**src/rtl/pwm3_schematic_if.sv**
```systemverilog
// Board-level switch inputs and PWM output of the 3-bit modulator.
// master = stimulus side (switches), slave = the modulator.
interface pwm3_schematic_if;
  logic INPUT_1;
  logic INPUT_2;
  logic INPUT_3;
  logic INPUT_4;
  logic OUTPUT_1;

  modport master (
    output INPUT_1,
    output INPUT_2,
    output INPUT_3,
    output INPUT_4,
    input  OUTPUT_1
  );

  modport slave (
    input  INPUT_1,
    input  INPUT_2,
    input  INPUT_3,
    input  INPUT_4,
    output OUTPUT_1
  );
endinterface

```
**src/rtl/pwm3_schematic.sv**
```systemverilog
// 3-bit PWM: free-running period counter compared against a duty word
// that is latched at the start of each period; output is registered.
module pwm3_schematic #(
  parameter int WIDTH = 3
) (
  input logic               Clock,
  input logic               CLR,
  pwm3_schematic_if.slave   bus
);

  logic [WIDTH-1:0] cnt;
  logic [WIDTH-1:0] duty_q;
  logic [WIDTH-1:0] din;
  logic [WIDTH-1:0] d_eff;
  logic             out_q;

  // Duty word assembled from the switch inputs, LSB on INPUT_1.
  always_comb begin
    din   = WIDTH'({bus.INPUT_3, bus.INPUT_2, bus.INPUT_1});
    d_eff = (cnt == '0) ? din : duty_q;
  end

  // Counter, duty latch and registered compare; disable holds the period.
  always_ff @(posedge Clock or posedge CLR) begin
    if (CLR) begin
      cnt    <= '0;
      duty_q <= '0;
      out_q  <= 1'b0;
    end else if (bus.INPUT_4) begin
      out_q <= (d_eff > cnt);
      if (cnt == '0)
        duty_q <= din;
      cnt <= cnt + 1'b1;
    end else begin
      out_q <= 1'b0;
    end
  end

  assign bus.OUTPUT_1 = out_q;

endmodule

```
**src/flat_wrapper.sv**
```systemverilog
// flat-port wrapper written by rule: the top's interface ports become plain ports
module pwm3_schematic_flat 
#(
  parameter int WIDTH = 3
)
  (Clock, CLR, bus_INPUT_1, bus_INPUT_2, bus_INPUT_3, bus_INPUT_4, bus_OUTPUT_1);
  pwm3_schematic_if bus_i ();
  input logic Clock;
  input logic CLR;
  input wire logic [$bits(bus_i.INPUT_1)-1:0] bus_INPUT_1;
  input wire logic [$bits(bus_i.INPUT_2)-1:0] bus_INPUT_2;
  input wire logic [$bits(bus_i.INPUT_3)-1:0] bus_INPUT_3;
  input wire logic [$bits(bus_i.INPUT_4)-1:0] bus_INPUT_4;
  output wire logic [$bits(bus_i.OUTPUT_1)-1:0] bus_OUTPUT_1;
  assign bus_i.INPUT_1 = bus_INPUT_1;
  assign bus_i.INPUT_2 = bus_INPUT_2;
  assign bus_i.INPUT_3 = bus_INPUT_3;
  assign bus_i.INPUT_4 = bus_INPUT_4;
  assign bus_OUTPUT_1 = bus_i.OUTPUT_1;
  pwm3_schematic #(.WIDTH(WIDTH)) u_core (.Clock(Clock), .CLR(CLR), .bus(bus_i));
endmodule
```
**config.mk**
```make
export PLATFORM = sky130hd
export DESIGN_NAME = pwm3_schematic_flat
export DESIGN_NICKNAME = d
export VERILOG_FILES = /design/src/rtl/pwm3_schematic_if.sv /design/src/rtl/pwm3_schematic.sv /design/src/flat_wrapper.sv
export SDC_FILE = /design/constraint.sdc
export NUM_CORES = 1
export LEC_CHECK = 0
export BUFFER_PORTS_ARGS = -buffer_cell sky130_fd_sc_hd__buf_2
export CORE_AREA = 10 10 47 49
export DETAILED_ROUTE_END_ITERATION = 10
export DIE_AREA = 0 0 57 59
export RECOVER_POWER = 25
export SLEW_MARGIN = 20
export SYNTH_ARGS = -nofsm -noshare
export SYNTH_HDL_FRONTEND = slang
export SYNTH_SLANG_ARGS = --single-unit
```
**constraint.sdc**
```tcl
create_clock -name Clock -period 2.3 [get_ports Clock]
set_input_delay 0.115 -clock Clock [delete_from_list [all_inputs] [get_ports Clock]]
set_output_delay 0.115 -clock Clock [all_outputs]
set_load 0.1 [all_outputs]
```
==> results of run 1 <==
## how the worst max path moves through the flow
stage / end / slack, ns
after floorplan: u_core.bus.OUTPUT_1 / 0.43
after global placement: u_core.bus.OUTPUT_1 / 0.33
after detailed placement: u_core.bus.OUTPUT_1 / 0.30
after CTS: u_core.bus.OUTPUT_1 / 0.28
after global routing: u_core.bus.OUTPUT_1 / 0.18
final: u_core.bus.OUTPUT_1 / 0.30
## stage by stage
step | instances | worst slack (ns) | power, mW
after detailed placement | 55 | 0.3034 | 0.5837
after global routing | 60 | 0.1795 | 0.7609
after global placement | 55 | 0.3350 | 0.5683
after CTS | 60 | 0.2837 | 0.7028
final | 60 | 0.3035 | 0.6915
after floorplan | 33 | 0.4330 | 0.5134
## flip-flops by register name, indices dropped and copies added, names as in the netlist
register and count:
u_core.duty_q 3, u_core.cnt 3, u_core.bus.OUTPUT_1 1
## area by class of cell
class / count / share of cell area, %
well taps: 16 / 4.020
clock buffers: 4 / 5.276
inverters: 4 / 3.015
flip-flops and latches: 7 / 35.18
multi-input cells: 22 / 44.47
repair buffers: 7 / 8.040
## layer usage
metal / global-route usage [%] / share of wire [%] / wire length, µm / vias to the layer above
li1: - / - / - / 133
met5: 0 / 0 / 0 / -
met3: 3.219 / 7.9 / 58 / 4
met4: 4.027 / 3.8 / 28 / 0
met2: 8.217 / 48 / 348 / 8
met1: 4.578 / 40 / 293 / 118
## critical path, stage by stage (launching register included)
cell and delay, ns:
dfrtp_1 0.42, inv_1 0.08, ha_1 0.15, nor2b_4 0.21, mux2_2 0.36, ha_1 0.28
nor2b_1 0.13, o31a_1 0.23
## synth_stat cells
cell type and n:
dfrtp_1 7, ha_1 5, inv_1 4, mux2_4 3, mux2_2 2, nand2_1 2, o21ai_0 2, a31oi_1 1
mux2i_1 1, nand2_4 1, nor2b_1 1, nor2b_4 1, o31a_1 1, xnor2_1 1, xor2_1 1
## power by group through the flow
stage / clock network [mW] / logic (mW) / registers (mW)
after floorplan: 0 / 0.258 / 0.256
after global placement: 0 / 0.337 / 0.232
after detailed placement: 0 / 0.348 / 0.236
after CTS: 0.116 / 0.353 / 0.233
after global routing: 0.120 / 0.401 / 0.240
final: 0.112 / 0.347 / 0.232
## logic make-up (layout without fill, tap and decap cells)
kind of cell / after synthesis / in the layout / synth area share [%]
AO/OA/AOI/OAI: 4 / 4 / 6.080
AND/OR/NAND/NOR: 5 / 5 / 9.423
flip-flops: 7 / 7 / 42.55
buffers and inverters: 4 / 15 / 3.646
XOR/XNOR: 2 / 2 / 4.256
multiplexers: 6 / 6 / 18.84
adder cells (fa/ha/maj): 5 / 5 / 15.20
==> impl_metrics.py, run 1 <==
metrics = {
    "clock_network": {
        "clk_pin_slew_ns": 0.05,
        "postCtsHoldBufs": 1,
        "clock-sinks": 7,
        "numCtsBuffers": 3,
        "cts-root-buf": "clkbuf_4",
        "h-tree-depth": 1,
        "postCtsSetupRepairBufs": 0,
        "clk_latency_ns": 0.25,
        "cts_tree": "built",
        "cts_buffer_depth": 2,
        "cts_resized": 0,
    },
    "setup_path": {
        "crit_path_start": "u_core.cnt[0]",
        "r2r-end": "u_core.bus.OUTPUT_1",
        "arrival_ns": 2.13,
        "path_class": "reg -> reg",
        "critPathRequiredTime_ns": 2.44,
        "r2r_slack_ns": 0.30,
        "crit_fanout": 4,
        "r2r-start": "u_core.cnt[0]",
        "end_kind": "flip-flop",
        "critPathLaunchType": "flip-flop",
        "reg2reg_depth": 7,
    },
    "finish": {
        "stdcell_area_um2": 498.0,
        "nFillCells": 139,
        "drive_gt1_share_pct": 36.36,
        "final_cell_mix": "dfrtp_1, buf_2, ha_1",
        "diodes": 0,
        "nets": 56,
        "seq_area_um2": 175.2,
        "final_common_cell": "dfrtp_1",
        "final_core_util_pct": 35.54,
        "area_growth_pct": 20.97,
        "multi_input_comb_area_um2": 221.5,
    },
    "min_path": {
        "hold_path.class": "in -> reg",
        "whs_endpoint": "u_core.duty_q[1]",
        "holdPathStages": 2,
        "worstHoldStart": "bus_INPUT_2",
    },
    "die": {
        "rows": 14,
        "die_w_um": 57,
        "die-area_um2": 3363,
        "coreArea_um2": 1401,
        "die_y_um": 59,
        "floorplan.initialDensity_pct": 29.38,
        "io_pins": 7,
    },
    "placed_design": {
        "dp_hpwl_um": 608,
        "io_buffer_count": 6,
        "placed_area_um2": 461.7,
        "place_congestion": 0.7126,
    },
    "outcome": {
        "status": "finished, final reports clean",
    },
    "power_and_ir_drop": {
        "p_int_uw": 432.6,
        "swShare_pct": 37.44,
        "switchingPower_uw": 258.9,
        "leakage_nw": 0.2586,
        "p_per_area_nw_per_um2": 1389,
        "pwr-share-comb_pct": 50.2,
        "peakVddDrop_uv": 507.0,
        "pwr-share-clk_pct": 16.3,
        "p_seq_share_pct": 33.5,
    },
    "sta": {
        "fin_crit_sh_pct": 86.81,
        "finalSetupTns_ns": 0,
        "worst_slew_pin_slew_ns": 0.4859,
        "fmax_mhz": 500.9,
        "hold_viol": 0,
        "maxSlewViolCount": 0,
        "finClkSkew_ns": 0.0007101,
        "min_period_ns": 1.997,
        "finalSetupViolCount": 0,
        "max-slew-margin-rel_pct": 67.83,
        "rsz0062_at_grt": "false",
        "holdWs_ns": 0.1007,
    },
    "routing": {
        "via_count": 263,
        "drtIter0Drc": 0,
        "drc": 0,
        "routedWlPerCell_um": 12.17,
        "drt-pass1-iter-count": 1,
        "antenna_left": 0,
        "routed_wl_um": 730,
        "vias_per_cell": 4.383,
    },
    "global_route": {
        "grt_pass1_wl_mm": 1.304,
        "antenna_found_initial": 0,
        "grt_overflow": 0,
        "grt_max_degree": 8,
        "grt_pass1_vias": 305,
        "grt_use_total_pct": 5.126,
    },
    "job": {
        "drv_cap": 0,
    },
    "synth": {
        "synth_top_cell_by_area": "dfrtp_1",
        "netlist_area_um2": 411.6,
        "synth.top_cell.area_share_pct": 42.55,
        "synth_cells": 33,
        "seq_area_frac_synth_pct": 42.55,
        "synth_nets": 44,
        "synth.distinct_cells": 15,
        "ys_ff_latch": 7,
        "synth_top_cells_by_area": "dfrtp_1, ha_1, mux2_4",
        "synth.avg_cell_area_um2": 12.47,
        "yosysWarnings": 0,
    },
}
Power figures use the tool's default switching activity.
==> run 2: changes to the inputs <==
- HOLD_SLACK_MARGIN: default -> 0.05
- PLACE_DENSITY_LB_ADDON: default -> 0.05
==> run 2 against run 1 <==
Via count up 1.5%. Clock skew grew 0.0011 ns. Register-to-register slack better by 0.02 ns. Clock-buffer cell count unchanged. Non-clock buffer count unchanged. Fmax up 0.93%. Final cell count stayed put. Sequential share of layout area unchanged. Critical path depth unchanged. Die area unchanged. Worst hold slack improved by 0.012 ns. Global-route usage decreased by 0.14 points.
==> impl_metrics.py, run 2 (synthesis results as in run 1) <==
metrics = {
    "setup_path": {
        "r2r-start": "u_core.cnt[0]",
        "crit_path_start": "u_core.cnt[0]",
        "critPathLaunchType": "flip-flop",
        "critPathRequiredTime_ns": 2.44,
        "crit_fanout": 4,
        "end_kind": "flip-flop",
        "arrival_ns": 2.11,
        "reg2reg_depth": 7,
        "endpoint": "u_core.bus.OUTPUT_1",
        "r2r_slack_ns": 0.32,
        "path_class": "reg -> reg",
        "r2r-end": "u_core.bus.OUTPUT_1",
    },
    "sta": {
        "finalSetupTns_ns": 0,
        "finClkSkew_ns": 0.001790,
        "holdWs_ns": 0.1128,
        "maxSlewViolCount": 0,
        "hold_viol": 0,
        "max-slew-margin-rel_pct": 67.78,
        "finalSetupViolCount": 0,
        "min_period_ns": 1.978,
        "fin_crit_sh_pct": 86.01,
        "fmax_mhz": 505.5,
        "setup_ws_ns": 0.3219,
        "worst_slew_pin_slew_ns": 0.4866,
        "rsz0062_at_grt": "false",
    },
    "power_and_ir_drop": {
        "peakVddDrop_uv": 435.8,
        "p_total_uw": 686.9,
        "leakage_nw": 0.2586,
        "p_per_area_nw_per_um2": 1379,
    },
    "global_route": {
        "grt_pass1_wl_mm": 1.248,
        "grt_max_degree": 8,
        "antenna_found_initial": 0,
        "grt_overflow": 0,
        "grt_use_total_pct": 4.985,
        "grt_pass1_vias": 293,
    },
    "clock_network": {
        "postCtsHoldBufs": 1,
        "clk_pin_slew_ns": 0.05,
        "postCtsSetupRepairBufs": 0,
        "cts_buffer_depth": 2,
        "cts_resized": 0,
        "clk_latency_ns": 0.25,
        "cts_tree": "built",
        "numCtsBuffers": 3,
        "cts-root-buf": "clkbuf_4",
        "clock-sinks": 7,
        "h-tree-depth": 1,
    },
    "min_path": {
        "hold_path.class": "in -> reg",
    },
    "placed_design": {
        "place_congestion": 0.6748,
        "dp_hpwl_um": 584.1,
        "io_buffer_count": 6,
        "placed_area_um2": 461.7,
        "dp_slack_ns": 0.3311,
        "dpl.cell_count": 55,
    },
    "die": {
        "coreArea_um2": 1401,
        "die_w_um": 57,
        "die_y_um": 59,
        "io_pins": 7,
        "floorplan.initialDensity_pct": 29.38,
        "die-area_um2": 3363,
        "rows": 14,
    },
    "routing": {
        "routedWlPerCell_um": 11.88,
        "antenna_left": 0,
        "vias_per_cell": 4.450,
        "drt-pass1-iter-count": 3,
        "drtIter0Drc": 1,
        "via_count": 267,
        "routed_wl_um": 713,
        "drc": 0,
    },
    "outcome": {
        "status": "finished, final reports clean",
    },
    "finish": {
        "seq_area_um2": 175.2,
        "final_cell_mix": "dfrtp_1, buf_2, ha_1",
        "instances_no_fill": 60,
        "multi_input_comb_area_um2": 221.5,
        "nets": 56,
        "nFillCells": 145,
        "drive_gt1_share_pct": 36.36,
        "final_common_cell": "dfrtp_1",
        "final_core_util_pct": 35.54,
        "diodes": 0,
        "area_growth_pct": 20.97,
        "stdcell_area_um2": 498.0,
    },
    "job": {
        "drv_cap": 0,
    },
}
==> run 2: worst max-delay path, cell delays in order, from the launching register on <==
cell and delay (ns):
dfrtp_1 0.42, inv_1 0.08, ha_1 0.14, nor2b_4 0.21, mux2_2 0.36, ha_1 0.28
nor2b_1 0.14, o31a_1 0.23
==> run 2: power breakdown <==
part           internal, mW  switching (mW)  total (mW)
registers             0.184          0.0447       0.228
clock network        0.0662          0.0453       0.111
logic                 0.180           0.167       0.347
total                 0.430           0.257       0.687
==> run 2: routing by layer <==
layer,routed length [µm],global-route usage (%),up-vias
li1,-,-,135
met1,345,5.269,126
met2,327,7.132,4
met3,35,2.146,2
met4,5,5.034,0
met5,0,0,-
==> run 2: final cells by class <==
cell class                      count  area share [%]
Inverter                            4           3.015
Multi-Input combinational cell     22           44.47
Tap cell                           16           4.020
Timing Repair Buffer                7           8.040
Clock buffer                        4           5.276
Sequential cell                     7           35.18
==> run 2: worst min-delay path by stage <==
stage	start	end	slack (ns)	depth (start not counted)
2_1_floorplan	CLR	u_core.bus.OUTPUT_1	-0.08	1
3_3_place_gp	CLR	u_core.duty_q[2]	0.06	2
3_5_place_dp	CLR	u_core.cnt[2]	0.06	2
4_1_cts	bus_INPUT_2	u_core.duty_q[1]	0.11	2
5_1_grt	bus_INPUT_2	u_core.duty_q[1]	0.12	2
6_report	bus_INPUT_2	u_core.duty_q[1]	0.11	2
==> run 3: changes to the inputs <==
==> constraint.sdc (replaced) <==
create_clock -name Clock -period 2.4 [get_ports Clock]
set_input_delay 0.12 -clock Clock [delete_from_list [all_inputs] [get_ports Clock]]
set_output_delay 0.12 -clock Clock [all_outputs]
set_load 0.01 [all_outputs]
==> run 3 against run 2 <==
Setup slack gained 0.12 ns. Utilization is the same. Flip-flop and latch count is the same. Worst hold slack is essentially flat. Routed wire length grew 4.6%. Combinational power shrank 15%. Clock power is essentially flat. Critical path type unchanged. Critical endpoint unchanged. Largest cell class unchanged.
==> impl_metrics.py, run 3 (synthesis results as in run 1) <==
metrics = {
    "routing": {
        "routed_wl_um": 746,
        "drtIter0Drc": 3,
        "routedWlPerCell_um": 12.43,
        "via_count": 270,
        "vias_per_cell": 4.500,
        "antenna_left": 0,
        "drt-pass1-iter-count": 2,
        "drc": 0,
    },
    "finish": {
        "stdcell_area_um2": 498.0,
        "final_core_util_pct": 35.54,
        "final_cell_mix": "dfrtp_1, buf_2, ha_1",
        "drive_gt1_share_pct": 36.36,
        "nets": 56,
        "area_growth_pct": 20.97,
        "final_common_cell": "dfrtp_1",
        "instances_no_fill": 60,
        "diodes": 0,
        "nFillCells": 152,
    },
    "setup_path": {
        "critPathLaunchType": "flip-flop",
        "worst_path_max_delay_cell": "dfrtp_1",
        "r2r_slack_ns": 0.45,
        "critPathRequiredTime_ns": 2.54,
        "crit_path_start": "u_core.cnt[0]",
        "end_kind": "flip-flop",
        "reg2reg_depth": 7,
        "r2r-end": "u_core.bus.OUTPUT_1",
        "crit_top_cell": "ha_1",
        "crit_fanout": 4,
        "max_stage_delay_ns": 0.43,
        "r2r-start": "u_core.cnt[0]",
        "path_class": "reg -> reg",
        "endpoint": "u_core.bus.OUTPUT_1",
        "crit_chain": "inv_1 > ha_1 > nor2b_4 > mux2_2 > ha_1 > nor2b_1 > o31a_1",
        "arrival_ns": 2.09,
    },
    "placed_design": {
        "dp_slack_ns": 0.4388,
        "placed_area_um2": 461.7,
        "place_congestion": 0.6466,
        "io_buffer_count": 6,
        "dpl.cell_count": 55,
    },
    "global_route": {
        "grt_max_degree": 8,
        "grt_use_total_pct": 5.515,
        "antenna_found_initial": 0,
        "grt_pass1_vias": 290,
        "grt_pass1_wl_mm": 1.317,
        "grt_overflow": 0,
    },
    "power_and_ir_drop": {
        "p_total_uw": 627.4,
        "swShare_pct": 34.11,
        "switchingPower_uw": 214.0,
        "pwr-share-comb_pct": 47.3,
        "pwr-share-clk_pct": 17.3,
        "p_per_area_nw_per_um2": 1260,
        "p_seq_share_pct": 35.4,
        "leakage_nw": 0.2586,
        "peakVddDrop_uv": 450.8,
        "p_int_uw": 413.3,
    },
    "sta": {
        "max-slew-margin-rel_pct": 80.91,
        "rsz0062_at_grt": "false",
        "finalSetupTns_ns": 0,
        "worst_slew_pin_slew_ns": 0.2860,
        "min_period_ns": 1.954,
        "fmax_mhz": 511.8,
        "finClkSkew_ns": 0.001913,
        "fin_crit_sh_pct": 81.41,
        "finalSetupViolCount": 0,
        "holdWs_ns": 0.1124,
        "setup_ws_ns": 0.4462,
        "hold_viol": 0,
        "maxSlewViolCount": 0,
    },
    "min_path": {
        "worstHoldStart": "bus_INPUT_3",
        "hold_path.class": "in -> reg",
    },
    "die": {
        "die-area_um2": 3363,
        "die_w_um": 57,
        "io_pins": 7,
        "coreArea_um2": 1401,
        "die_y_um": 59,
        "rows": 14,
        "floorplan.initialDensity_pct": 29.38,
    },
    "clock_network": {
        "h-tree-depth": 1,
        "clk_pin_slew_ns": 0.05,
        "clk_latency_ns": 0.25,
        "clock-sinks": 7,
        "cts_tree": "built",
        "cts_buffer_depth": 2,
        "cts-root-buf": "clkbuf_4",
        "numCtsBuffers": 3,
    },
    "job": {
        "drv_cap": 0,
    },
    "outcome": {
        "status": "finished, final reports clean",
    },
}
-- run 3: cell counts in the layout (fill, tap and decap cells not counted) --
Identical to the previous run, type by type.
-- run 3: worst min-delay path by stage --
stage	end	slack, ns	cells past startpoint
floorplan	u_core.bus.OUTPUT_1	-0.08	1
global placement	u_core.cnt[2]	0.07	2
detailed placement	u_core.cnt[2]	0.07	2
CTS	u_core.duty_q[2]	0.10	2
global route	u_core.duty_q[2]	0.1	2
finish	u_core.duty_q[2]	0.11	2
-- run 3: repair_timing --
item	4_1_cts	5_1_grt
setup endpoints to repair	0	0
hold endpoints to repair	7	0
resized for setup	0	0
setup buffers	0	0
hold buffers	1	0
-- run 3: critical path, delay by kind of cell (launching register included) --
family	cells	cell delay, ns
AOI/OAI and AO/OA	1	0.22
and+or+nand+nor	2	0.33
adders and majority gates	2	0.42
muxes	1	0.36
buffers and inverters	1	0.08
DFF	1	0.43
-- run 3: layout make-up --
cell class	instances	area, µm²	share of cell area (%)
multi-input cells	22	221.5	44.47
repair buffers	7	40.04	8.040
inverters	4	15.01	3.015
flip-flops and latches	7	175.2	35.18
well taps	16	20.02	4.020
clock buffers	4	26.28	5.276
-- run 3: layer usage --
| metal | vias to the layer above | part of all wire [%] | GRT usage [%] |
|---|---|---|---|
| met5 | - | 0 | 0 |
| met2 | 6 | 43 | 7.597 |
| met4 | 0 | 4.0 | 6.040 |
| li1 | 134 | - | - |
| met3 | 4 | 5.4 | 2.790 |
| met1 | 126 | 47 | 5.656 |
-- run 3: power by group through the flow --
stage / Combinational [mW] / Clock (mW) / Sequential, mW
floorplan: 0.247 / 0 / 0.214
global placement: 0.289 / 0 / 0.226
detailed placement: 0.303 / 0 / 0.225
CTS: 0.305 / 0.116 / 0.223
global route: 0.344 / 0.124 / 0.229
finish: 0.296 / 0.109 / 0.222
